==> src/rtl/fwd_pkg.sv <==
// rtl/fwd_pkg.sv - shared types and constants for the forwarding/hazard unit
package fwd_pkg;

  localparam int REG_AW          = 5;
  localparam int TAG_RD_W        = 8;  // widest register address a tag can hold
  localparam int FWD_SEL_REGFILE = 0;

  typedef struct packed {
    logic                valid;
    logic                regwrite;
    logic                is_load;
    logic [TAG_RD_W-1:0] rd;
  } fwd_tag_t;

endpackage

==> src/rtl/fwd_src_match.sv <==
// rtl/fwd_src_match.sv - one EX source operand against the in-flight tag array
module fwd_src_match
  import fwd_pkg::*;
#(
  parameter int REG_AW    = fwd_pkg::REG_AW,
  parameter int FWD_DEPTH = 2,
  parameter int LOAD_LAT  = 1,
  parameter int SEL_W     = $clog2(FWD_DEPTH + 1)
) (
  input  fwd_tag_t [FWD_DEPTH-1:0] i_tags,
  input  logic [REG_AW-1:0]        i_rs,
  input  logic                     i_rs_used,
  input  logic                     i_valid,
  output logic [SEL_W-1:0]         o_sel,
  output logic                     o_not_ready
);

  logic [TAG_RD_W-1:0] w_rs;
  assign w_rs = TAG_RD_W'(i_rs);

  // Scan oldest to youngest so the youngest producer overwrites the result.
  always_comb begin
    o_sel       = SEL_W'(FWD_SEL_REGFILE);
    o_not_ready = 1'b0;
    for (int k = FWD_DEPTH - 1; k >= 0; k--) begin
      if (i_valid && i_rs_used && i_tags[k].valid && i_tags[k].regwrite &&
          (i_tags[k].rd != '0) && (i_tags[k].rd == w_rs)) begin
        o_sel       = SEL_W'(k + 1);
        o_not_ready = i_tags[k].is_load && (k < LOAD_LAT);
      end
    end
  end

endmodule

==> src/rtl/fwd_hazard_unit.sv <==
// rtl/fwd_hazard_unit.sv - EX-stage forwarding selects, load-use stall and stall counter
module fwd_hazard_unit
  import fwd_pkg::*;
#(
  parameter int REG_AW    = fwd_pkg::REG_AW,
  parameter int NUM_SRC   = 2,
  parameter int FWD_DEPTH = 2,
  parameter int LOAD_LAT  = 1,
  parameter int CNT_W     = 32,
  parameter int SEL_W     = $clog2(FWD_DEPTH + 1)
) (
  input  logic                      clk,
  input  logic                      rst_n,
  input  logic                      id_ex_valid,
  input  logic [NUM_SRC*REG_AW-1:0] id_ex_rs,
  input  logic [NUM_SRC-1:0]        id_ex_rs_used,
  input  logic [REG_AW-1:0]         id_ex_rd,
  input  logic                      id_ex_regwrite,
  input  logic                      id_ex_is_load,
  input  logic                      flush,
  input  logic                      mem_busy,
  output logic [NUM_SRC*SEL_W-1:0]  fwd_sel,
  output logic                      stall_id,
  output logic                      bubble_ex,
  output logic [CNT_W-1:0]          stall_cnt
);

  fwd_tag_t [FWD_DEPTH-1:0] r_tags;
  logic [NUM_SRC-1:0]       w_not_ready;
  logic                     w_hazard;
  logic [CNT_W-1:0]         r_cnt;

  for (genvar s = 0; s < NUM_SRC; s++) begin : g_src
    fwd_src_match #(
      .REG_AW    (REG_AW),
      .FWD_DEPTH (FWD_DEPTH),
      .LOAD_LAT  (LOAD_LAT),
      .SEL_W     (SEL_W)
    ) u_match (
      .i_tags      (r_tags),
      .i_rs        (id_ex_rs[s*REG_AW +: REG_AW]),
      .i_rs_used   (id_ex_rs_used[s]),
      .i_valid     (id_ex_valid),
      .o_sel       (fwd_sel[s*SEL_W +: SEL_W]),
      .o_not_ready (w_not_ready[s])
    );
  end

  // A flushed instruction never consumes its operands, so it cannot stall.
  assign w_hazard  = !flush && (|w_not_ready);
  assign stall_id  = w_hazard || mem_busy;
  assign bubble_ex = w_hazard && !mem_busy;
  assign stall_cnt = r_cnt;

  always_ff @(posedge clk or negedge rst_n) begin
    if (!rst_n) begin
      r_tags <= '0;
    end else if (!mem_busy) begin
      for (int k = FWD_DEPTH - 1; k > 0; k--) begin
        r_tags[k] <= r_tags[k-1];
      end
      if (id_ex_valid && !flush && !w_hazard) begin
        r_tags[0].valid    <= 1'b1;
        r_tags[0].regwrite <= id_ex_regwrite;
        r_tags[0].is_load  <= id_ex_is_load;
        r_tags[0].rd       <= TAG_RD_W'(id_ex_rd);
      end else begin
        r_tags[0] <= '0;
      end
    end
  end

  always_ff @(posedge clk or negedge rst_n) begin
    if (!rst_n) begin
      r_cnt <= '0;
    end else if (bubble_ex && (r_cnt != {CNT_W{1'b1}})) begin
      r_cnt <= r_cnt + 1'b1;
    end
  end

endmodule

==> config.mk <==
export PLATFORM = sky130hd
export DESIGN_NAME = fwd_hazard_unit
export DESIGN_NICKNAME = d
export VERILOG_FILES = /design/src/rtl/fwd_pkg.sv /design/src/rtl/fwd_src_match.sv /design/src/rtl/fwd_hazard_unit.sv
export SDC_FILE = /design/constraint.sdc
export NUM_CORES = 1
export LEC_CHECK = 0
export CORE_MARGIN = 1.5
export CORE_UTILIZATION = 40
export CTS_BUF_LIST = sky130_fd_sc_hd__clkbuf_4 sky130_fd_sc_hd__clkbuf_8 sky130_fd_sc_hd__clkbuf_16
export DETAILED_ROUTE_END_ITERATION = 16
export GPL_TIMING_DRIVEN = 1
export PLACE_DENSITY = 0.72
export SLEW_MARGIN = 20
export SYNTH_ARGS = -nofsm -noshare
export SYNTH_HDL_FRONTEND = slang
export SYNTH_SLANG_ARGS = --single-unit
==> constraint.sdc <==
create_clock -name clk -period 2.7 [get_ports clk]
set_clock_uncertainty 0.15 [all_clocks]
set_input_delay 0.54 -clock clk [delete_from_list [all_inputs] [get_ports clk]]
set_output_delay 0.54 -clock clk [all_outputs]
set_load 0.1 [all_outputs]
# Word level (Yosys, flattened, before mapping)
# Index checks and enable logic that the tools add are counted.
dict set report word_totals {
  regBits 53
  in_bits 24
  output_inout_bits 38
  wordCells 51
}
dict set report op_classes {
  add_sub_neg 1
  eq_ne 5
  muxes 7
  n_reduce_logical 30
}
# cell n
set op_table {}
lappend op_table {{adder 32 x 1 -> 32 bit (second input constant)} 1}
lappend op_table {{== test 8 x 5 -> 1 bit} 4}
lappend op_table {{inequality test 32 bit (second input constant)} 1}
lappend op_table {{logical AND 1 bit} 23}
lappend op_table {{nonzero test 8 bit} 2}
lappend op_table {{two-way mux 11 bit} 1}
lappend op_table {{two-way mux 2 bit} 4}
lappend op_table {{zero test 1 bit} 3}
lappend op_table {{two-way mux 1 bit} 2}
lappend op_table {{OR reduction 2 bit} 1}
lappend op_table {{logical OR 1 bit} 1}

# Depth between registers and ports, before layout
# Gate-level depths: netlist of run 1.
dict set report depth {
  word_depth 11
  depth_mapped 8
  ltp_nobuf 7
}

# Cells and area by module
# Synthesis of run 1 repeated with hierarchy kept, for this count alone.
dict set report hier_totals {
  cells_unflattened 236
  hier_area_um2 2601.2
}
# module instances cells_per_inst area_each_um2 seq_area_each_um2
set modules_own_cells {}
lappend modules_own_cells {fwd_hazard_unit 1 188 2258.4 1201.2}
lappend modules_own_cells {fwd_src_match 2 24 171.4 0.0}

# Worst setup path before layout of run 1
# OpenSTA, ideal clock, no wires.
dict set report synth_timing {
  kind {reg2out}
  startpoint {register r_tags[0] (netlist bit)}
  endpoint {output fwd_sel[1]}
  arrival_time_ps 3816
  required_ps 2010
  path_slack_ps -1806
  path_stages_with_launch 5
  n_path_buf 0
  cell_sequence {dfrtp_1 -> or4_1 -> o211ai_1 -> nor2_1 -> nor3_1}
}
dict set report synth_via {
  elab_chain_cells 4
  word_cells_on_any_way 5
  classes_between {1 x eq/ne; 1 x mux; 3 x reduce/logical}
}
# item line_no
set synth_lines {}
lappend synth_lines {{from (decl)} fwd_hazard_unit.sv:28} ;# fwd_tag_t [FWD_DEPTH-1:0] r_tags;
lappend synth_lines {{from (signal, indexed assignment)} fwd_hazard_unit.sv:60} ;# r_tags[k] <= r_tags[k-1];
lappend synth_lines {{nonzero test 8 bit} fwd_src_match.sv:27} ;# (i_tags[k].rd != '0) && (i_tags[k].rd == w_rs)) begin
lappend synth_lines {{logical AND 1 bit} fwd_src_match.sv:26} ;# if (i_valid && i_rs_used && i_tags[k].valid && i_tags[k].regwrite &&
lappend synth_lines {{logical AND 1 bit *} fwd_src_match.sv:27}
lappend synth_lines {{two-way mux 2 bit *} fwd_src_match.sv:26}
lappend synth_lines {{to (decl)} fwd_hazard_unit.sv:22} ;# output logic [NUM_SRC*SEL_W-1:0] fwd_sel,
# Every way passes the cells marked *; elsewhere a longest branch is shown, timed or not.

# Worst setup path in the final report of run 1
dict set report layout_timing {
  startpoint {register r_tags[2] (netlist bit)}
  endpoint {output bubble_ex}
}
dict set report layout_via {
  elab_chain_cells 7
  word_cells_on_any_way 12
  classes_between {2 x eq/ne; 2 x mux; 8 x reduce/logical}
}
# item line_no
set layout_lines {}
lappend layout_lines {{nonzero test 8 bit} fwd_src_match.sv:27}
lappend layout_lines {{logical AND 1 bit} fwd_src_match.sv:26}
lappend layout_lines {{logical AND 1 bit} fwd_src_match.sv:27}
lappend layout_lines {{two-way mux 1 bit} fwd_src_match.sv:26}
lappend layout_lines {{OR reduction 2 bit *} fwd_hazard_unit.sv:50} ;# assign w_hazard = !flush && (|w_not_ready);
lappend layout_lines {{logical AND 1 bit *} fwd_hazard_unit.sv:50}
lappend layout_lines {{logical AND 1 bit *} fwd_hazard_unit.sv:52} ;# assign bubble_ex = w_hazard && !mem_busy;
lappend layout_lines {{to (decl)} fwd_hazard_unit.sv:24} ;# output logic bubble_ex,
# Marked as above.

==> flow_summary.toml, run 1 <==
[cts]
clock_path_buffers = 2
worstSkewPairLatency_ns = 0.30
clk_pin_slew_ns = 0.09
postCtsHoldBufs = 0
numCtsBuffers = 5
cts_sinks = 47
tritoncts = "done"
clock-root-buffer = "clkbuf_8"
htree_levels = 2

[power]
clockPowerShare_pct = 33.0
p_int_w = 0.001013
switching_share_pct = 23.31
power_frac_seq_pct = 55.7
ir_worst_vdd_mv = 0.2499
comb_power_share_pct = 11.3
power_switching_w = 0.0003080
fin_total_pwr_w = 0.001321
leakage_nw = 1.644
power_density_nw_per_um2 = 375.5

[setup_path]
path_class = "reg2out"
start_kind = "flip-flop"
arrival_ns = 2.05
crit_fanout = 3
crit_cells = 7
crit_chain = "or4_4 > buf_4 > o211ai_2 > buf_4 > a21oi_2 > buf_4 > buf_12"
crit_required_ns = 2.01
path_common_cell = "buf_4"
cp_top_family = "buffers and inverters"
ff2ff_path_depth = 9
crit_path_end = "bubble_ex"
reg2reg_from = "r_tags[2]"
r2r_end = "stall_cnt[1]"
crit_start = "r_tags[2]"
critPathBufInv = 4
worst_setup_path_end_kind = "output port"
crit_path_max_incr_delay_ns = 0.54
crit_slowest_cell = "or4_4"
r2r_setup_slack_ns = 0.23

[sta]
rsz0062_at_grt = "true"
tns_ns = -0.08888
finalCritPeriodShare_pct = 101.7
max_freq_mhz = 364.3
setup_viol = 3
layout_setup_ws_ns = -0.04473
hold_violations = 0
worst_slew_pin_slew_ns = 0.7173
fin_crit_ns = 2.745
relSlewSlack_pct = 51.95
maxSlewViolCount = 0

[synth]
synth_ff_type = "dfrtp_1"
yosys_warnings = 0
synthSimpleGateAreaFrac_pct = 22.45
synth_top_family_by_area = "simple AND/OR/NAND/NOR gates"
yosys.area_share.adder_pct = 0.5023
synth.distinct_cells = 38
netlist_area_um2 = 2491
ys_ff_latch = 47
synth_mux_area_share_pct = 3.616
synth_edf_count = 0
synthArstFlopShare_pct = 100.0
synth.net_count = 255
syn_area_per_cell_um2 = 10.83
synth-compound-area-share_pct = 6.680
synthCells = 230
seq_area_frac_synth_pct = 47.21
synth-xor-area-share_pct = 17.58

[cells_and_area]
design_area_um2 = 3518
final_common_cell = "buf_4"
area_delta_synth_final_pct = 41.24
post-route-util_pct = 59.08
nFillCells = 523
layout-drive-gt1-share_pct = 38.24
final-instance-count-excl-fill = 394
nets = 343
mostFrequentLayoutCells = "buf_4 (57), dfrtp_1 (28), xor2_1 (26)"
diodes = 0

[placement]
placed_cells = 381
place_area_um2 = 3381
port_buffers = 61
dp_hpwl_mm = 4.502
gp_congestion = 0.8618

[global_routing]
grt_antenna_before_repair = 0
grt_max_degree = 20
globalRouteTotalUtil_pct = 19.24
grt_pass1_vias = 2070
grt_pass1_wl_mm = 9.873
grt.overflow.total = 0

[floorplan]
start_util_pct = 41.83
die_w_um = 81.92
die_h_um = 81.92
num_rows = 28
core_um2 = 5956
die_area_um2 = 6710
ioPinCount = 62

[detailed_routing]
routed_wl_mm = 6.011
viasPerCell = 5.330
first_pass_iters = 4
drcViolationCount = 0
wl_per_cell_um = 15.26
ant_nets = 0
drt_iter0_drc = 68
vias = 2100

[outcome]
violations = "negative setup slack"
outcome = "finished with violations"

[job]
cap_violations = 0

[min_path]
hp-class = "in2async"
[layout make-up]
| class | count | area [µm²] | share of cell area (%) |
|---|---|---|---|
| clock buffers | 8 | 91.34 | 2.596 |
| multi-input cells | 175 | 1328 | 37.73 |
| flip-flops and latches | 47 | 1200 | 34.10 |
| well taps | 75 | 93.84 | 2.667 |
| repair buffers | 89 | 805.8 | 22.90 |
[per-stage QoR]
step           worst slack (ns)  hold WS [ns]
4_1_cts                -0.07310       0.04269
2_1_floorplan           -0.3861       0.09441
5_1_grt                 -0.1566       0.05100
6_report               -0.04473       0.02726
3_5_place_dp            -0.2305        0.3194
3_3_place_gp            -0.2478        0.3143
[state kept, by name (all words and copies together), names as in the netlist]
register   flops
r_tags        15
stall_cnt     32
[worst min-delay path by stage]
stage | endpoint | from
final | stall_cnt[22] | rst_n
after floorplan | r_tags[0] | rst_n
after global routing | stall_cnt[22] | rst_n
after global placement | stall_cnt[15] | stall_cnt[15]
after detailed placement | stall_cnt[15] | stall_cnt[15]
after CTS | stall_cnt[12] | rst_n
[routing by layer]
layer	GRT usage (%)	vias up	routed length, µm
li1	-	1007	-
met1	23.16	1032	2524
met2	33.93	51	3135
met3	4.333	10	263
met4	5.932	0	87
met5	0	-	0
[cell usage after synthesis (all sizes together) (2+ instances only)]
cell type / number / area (µm²)
a211oi: 2 / 20.02
a21oi: 2 / 10.01
a22o: 7 / 61.31
and2: 2 / 12.51
and3: 10 / 62.56
and4: 4 / 35.03
buf: 6 / 41.28
clkbuf: 2 / 7.510
dfrtp: 47 / 1176
mux2: 8 / 90.09
nand2: 11 / 41.29
nand3: 21 / 105.1
nand3b: 2 / 15.01
nand4: 14 / 87.58
nor2: 16 / 80.08
nor3: 3 / 26.28
nor4: 5 / 31.28
o211ai: 4 / 35.03
or4: 3 / 22.52
xnor2: 24 / 210.2
xor2: 26 / 227.7
[what timing repair did]
action	4_1_cts	5_1_grt
setup buffers	5	0
pin swaps	9	10
setup endpoints to repair	6	6
resized for setup	14	0
[power by group through the flow]
stage	Clock, W	Combinational (W)	Sequential, W
2_1_floorplan	0	0.0000652	0.000746
3_3_place_gp	0	0.000140	0.000751
3_5_place_dp	0	0.000143	0.000752
4_1_cts	0.000446	0.000150	0.000736
5_1_grt	0.000481	0.000162	0.000739
6_report	0.000436	0.000149	0.000737
[logic make-up after synthesis]
family,after synthesis
mux,8
fa+ha+maj,1
compound gates,20
xor+xnor,50
flops,47
buf+inv,8
simple gates,96
(Power assumes the default switching activity.)
==> run 2, diff against run 1 <==
--- a/config.mk
+++ b/config.mk
@@ -11,7 +11,7 @@
 export DETAILED_ROUTE_END_ITERATION = 16
 export GPL_TIMING_DRIVEN = 1
 export PLACE_DENSITY = 0.72
-export SLEW_MARGIN = 20
 export SYNTH_ARGS = -nofsm -noshare
 export SYNTH_HDL_FRONTEND = slang
+export SYNTH_HIERARCHICAL = 1
 export SYNTH_SLANG_ARGS = --single-unit
==> flow_summary.toml, run 2 <==
[floorplan]
core_um2 = 6061
num_rows = 28
die_area_um2 = 6901
die_w_um = 83.08
start_util_pct = 42.32
die_h_um = 83.08
ioPinCount = 62

[setup_path]
path_class = "reg2out"
start_kind = "flip-flop"
worst_setup_path_end_kind = "output port"
crit_start = "r_tags[4]"
reg2reg_from = "r_tags[1]"
crit_fanout = 4
arrival_ns = 2.22
crit_required_ns = 2.01

[detailed_routing]
first_pass_iters = 4
viasPerCell = 5.453
drcViolationCount = 0
drt_iter0_drc = 160
wl_per_cell_um = 16.37
vias = 2345
routed_wl_mm = 7.041
ant_nets = 0

[synth]
yosys_warnings = 6
synthCells = 234
netlist_area_um2 = 2565
syn_area_per_cell_um2 = 10.96

[global_routing]
grt_antenna_before_repair = 0
grt_max_degree = 48
globalRouteTotalUtil_pct = 20.11
grt.overflow.total = 0
grt_pass1_vias = 2334
grt_pass1_wl_mm = 11.33

[sta]
worst_slew_pin_slew_ns = 0.5972
fin_crit_ns = 2.915
whs_ns = 0.1467
hold_violations = 0
max_freq_mhz = 343.1
layout_setup_ws_ns = -0.2148
maxSlewViolCount = 0
setup_viol = 14
rsz0062_at_grt = "true"
finalCritPeriodShare_pct = 108.0
relSlewSlack_pct = 59.88

[cells_and_area]
diodes = 0
post-route-util_pct = 66.95
mostFrequentLayoutCells = "buf_4 (68), dfrtp_1 (43), nand4_1 (26)"
largest_reg_flops = 32
layout-drive-gt1-share_pct = 44.23
area_delta_synth_final_pct = 58.20
final_common_cell = "buf_4"
nets = 379

[power]
ir_worst_vdd_mv = 0.2836
power_density_nw_per_um2 = 362.2
fin_total_pwr_w = 0.001470
leakage_nw = 1.923

[min_path]
hp-class = "in2async"

[cts]
cts_sinks = 47
tritoncts = "done"
numCtsBuffers = 5
worstSkewPairLatency_ns = 0.31
clock-root-buffer = "clkbuf_8"
clock_path_buffers = 2
htree_levels = 2
clk_pin_slew_ns = 0.09
postCtsHoldBufs = 0

[placement]
port_buffers = 61
dp_hpwl_mm = 4.874
gp_congestion = 0.8387

[outcome]
violations = "negative setup slack"
outcome = "finished with violations"

[job]
cap_violations = 0
[run 2: final cells by class]
type | instances | area, µm²
clock buffer | 6 | 82.58
clock inverter | 2 | 35.03
fill | 462 | 2003
inverter | 2 | 11.26
multi-input combinational | 194 | 1730
sequential | 47 | 1181
tap | 75 | 93.84
timing repair buffer | 104 | 923.4
[run 2: final timing paths]
path                                       to  slack (ns)  cells past startpoint
worst max-delay path                bubble_ex       -0.21                      8
worst min-delay path            stall_cnt[28]        0.15                      2
worst max register to register  stall_cnt[27]       -0.12                     12
worst min register to register  stall_cnt[30]        0.38                      1
max in group asynchronous           r_tags[4]        1.81                      2
min in group clk                stall_cnt[30]        0.38                      1
[run 2: worst max-delay path: stages, from the launching register on]
cell and delay (ns):
dfrtp_2 0.48, buf_6 0.16, o41ai_4 0.45, a211oi_4 0.12, and2_4 0.16, nor2_4 0.09, or2_4 0.14, clkinvlp_4 0.12
buf_12 0.18
[run 2: repair_timing]
action                                  4_1_cts  5_1_grt
gates resized for setup                      33       26
pin swaps                                    26       22
setup buffers                                 4        7
endpoints found under the setup margin       45       32
[run 2: power by group]
part,switching (W),internal [W],total (W)
clock,0.000245,0.000300,0.000544
combinational,0.0000809,0.0000993,0.000180
sequential,0.0000259,0.000719,0.000745
total,0.000352,0.00112,0.00147
[run 2: per-layer routing]
metal	wire, µm	global-route usage (%)	vias to the layer above
met2	3424	31.56	54
met4	175	5.303	0
met1	3168	28.64	1166
met3	273	3.777	14
li1	-	-	1111
met5	0	0	-
[run 2: through the flow]
stage / setup slack (ns) / instance area (µm²) / TNS, ns / std cells
after floorplan: -0.7950 / 2793 / -25.08 / 245
after global placement: -0.6452 / 3705 / -20.70 / 412
after detailed placement: -0.6960 / 3705 / -22.59 / 412
after CTS: -0.2171 / 3889 / -0.9410 / 424
after global routing: -0.2681 / 4058 / -3.184 / 430
final: -0.2148 / 4058 / -1.210 / 430
==> run 3, diff against run 2 <==
--- a/config.mk
+++ b/config.mk
@@ -6,11 +6,12 @@
 export NUM_CORES = 1
 export LEC_CHECK = 0
 export CORE_MARGIN = 1.5
-export CORE_UTILIZATION = 40
-export CTS_BUF_LIST = sky130_fd_sc_hd__clkbuf_4 sky130_fd_sc_hd__clkbuf_8 sky130_fd_sc_hd__clkbuf_16
+export CORE_UTILIZATION = 50
+export CTS_BUF_LIST = sky130_fd_sc_hd__clkbuf_2
 export DETAILED_ROUTE_END_ITERATION = 16
 export GPL_TIMING_DRIVEN = 1
-export PLACE_DENSITY = 0.72
+export PLACE_DENSITY = 0.85
+export SKIP_LAST_GASP = 1
 export SYNTH_ARGS = -nofsm -noshare
 export SYNTH_HDL_FRONTEND = slang
 export SYNTH_HIERARCHICAL = 1
==> flow_summary.toml, run 3 (synthesis gave the netlist of run 2 again) <==
[setup_path]
worst_setup_path_end_kind = "output port"
path_class = "reg2out"
arrival_ns = 2.36
crit_required_ns = 2.01
start_kind = "flip-flop"
crit_fanout = 3

[cts]
clock-root-buffer = "clkbuf_2"
htree_levels = 2
numCtsBuffers = 5
clock_path_buffers = 2
cts_sinks = 47
clk_pin_slew_ns = 0.24
worstSkewPairLatency_ns = 0.42
tritoncts = "done"

[power]
power_density_nw_per_um2 = 304.1
leakage_nw = 1.958
ir_worst_vdd_mv = 0.2040
fin_total_pwr_w = 0.001247

[global_routing]
grt_antenna_before_repair = 0
grt_max_degree = 24
globalRouteTotalUtil_pct = 28.37
grt.overflow.total = 0
grt_pass1_vias = 2387
grt_pass1_wl_mm = 11.85

[cells_and_area]
mostFrequentLayoutCells = "buf_4 (64), dfrtp_1 (43), nand4_1 (26)"
seq_area_um2 = 1181
diodes = 0
area_delta_synth_final_pct = 59.85
final_common_cell = "buf_4"
multiInputGateArea_um2 = 1784
largest_reg_flops = 32
nFillCells = 261
layout-drive-gt1-share_pct = 44.69
nets = 382

[detailed_routing]
drt_iter0_drc = 199
wl_per_cell_um = 19.22
routed_wl_mm = 8.170
viasPerCell = 5.976
vias = 2540
ant_nets = 0
first_pass_iters = 4
drcViolationCount = 0

[placement]
gp_congestion = 0.8926
dp_hpwl_mm = 5.155
port_buffers = 61

[floorplan]
ioPinCount = 62
die_h_um = 74.63
num_rows = 25
die_w_um = 74.63
core_um2 = 4817
start_util_pct = 53.25
die_area_um2 = 5569

[min_path]
hp-class = "reg2reg"

[sta]
max_freq_mhz = 327.3
setup_viol = 28
worst_slew_pin_slew_ns = 0.6572
rsz0062_at_grt = "true"
maxSlewViolCount = 0
finalCritPeriodShare_pct = 113.1
fin_crit_ns = 3.055
relSlewSlack_pct = 55.86
tns_ns = -2.338
layout_setup_ws_ns = -0.3549
hold_violations = 0

[outcome]
outcome = "finished with violations"
violations = "negative setup slack"

[job]
cap_violations = 0
run 3: changes by cell type in the layout (fill, tap and decap cells not counted), moves of 2 or more:
cell / previous run / this run
clkdlybuf4s50_1: 9 / 11
clkdlybuf4s15_1: 3 / 0
buf_6: 6 / 12
buf_4: 68 / 64
nand3_1: 9 / 7
clkbuf_8: 6 / 0
buf_2: 4 / 1
dlymetal6s2s_1: 1 / 6
clkbuf_2: 0 / 7
run 3: what timing repair did:
action / CTS / global route
endpoints found under the setup margin: 42 / 36
pin swaps: 27 / 26
hold endpoints to repair: 21 / 0
buffers inserted: 6 / 9
resized for setup: 25 / 35
hold buffers: 1 / 0
run 3: worst max-delay path, stage by stage, from the launching register on:
cell and delay (ns):
dfrtp_2 0.50, xnor2_2 0.18, nand4_1 0.22, a211oi_4 0.29, and2_4 0.20, nor2_4 0.05
or2_4 0.24, clkinvlp_4 0.09, buf_12 0.17
run 3: path summary, 6_finish.rpt:
path                                     from             to  slack [ns]  depth (start not counted)
worst min-delay path            stall_cnt[14]  stall_cnt[14]        0.41                          1
min in group asynchronous               rst_n  stall_cnt[26]        0.42                          2
worst max register to register      r_tags[3]  stall_cnt[19]       -0.16                         11
worst max-delay path                r_tags[3]      bubble_ex       -0.35                          8
worst min register to register  stall_cnt[14]  stall_cnt[14]        0.41                          1
max in group asynchronous               rst_n      r_tags[3]        1.34                          3
run 3: metal layers:
layer  share of wire, %  track usage [%]  vias to the layer above  wire length [µm]
met1                 42            39.69                     1275              3398
li1                   -                -                     1122                 -
met4                2.3            9.899                        0               189
met2                 50            45.73                      124              4054
met3                6.5            3.882                       19               527
met5                  0                0                        -                 0
run 3: layout make-up:
cell class / count / share of cell area, %
clock buffers: 7 / 0.8544
clock inverters: 1 / 0.1221
inverters: 2 / 0.2746
multi-input cells: 194 / 43.52
flip-flops and latches: 47 / 28.81
well taps: 67 / 2.045
repair buffers: 107 / 24.38
run 3: report_power, final:
| group | internal (W) | total [W] | switching, W | leakage [nW] |
|---|---|---|---|---|
| Combinational | 0.000110 | 0.000204 | 0.0000944 | 1.28 |
| Sequential | 0.000721 | 0.000746 | 0.0000253 | 0.643 |
| Clock | 0.0000706 | 0.000297 | 0.000226 | 0.0330 |
| Total | 0.000901 | 0.00125 | 0.000346 | 1.96 |
run 3: stage by stage:
stage	utilization (%)	cell area [µm²]	setup WS, ns	std cells	hold slack, ns
after floorplan	-	2793	-0.7950	245	0.09441
after global placement	76.86	3702	-0.6497	405	0.3596
after detailed placement	76.86	3702	-0.7208	405	0.3718
after CTS	80.70	3887	-0.3597	420	0.3978
after global routing	85.12	4100	-0.4767	425	0.4203
final	85.12	4100	-0.3549	425	0.4075
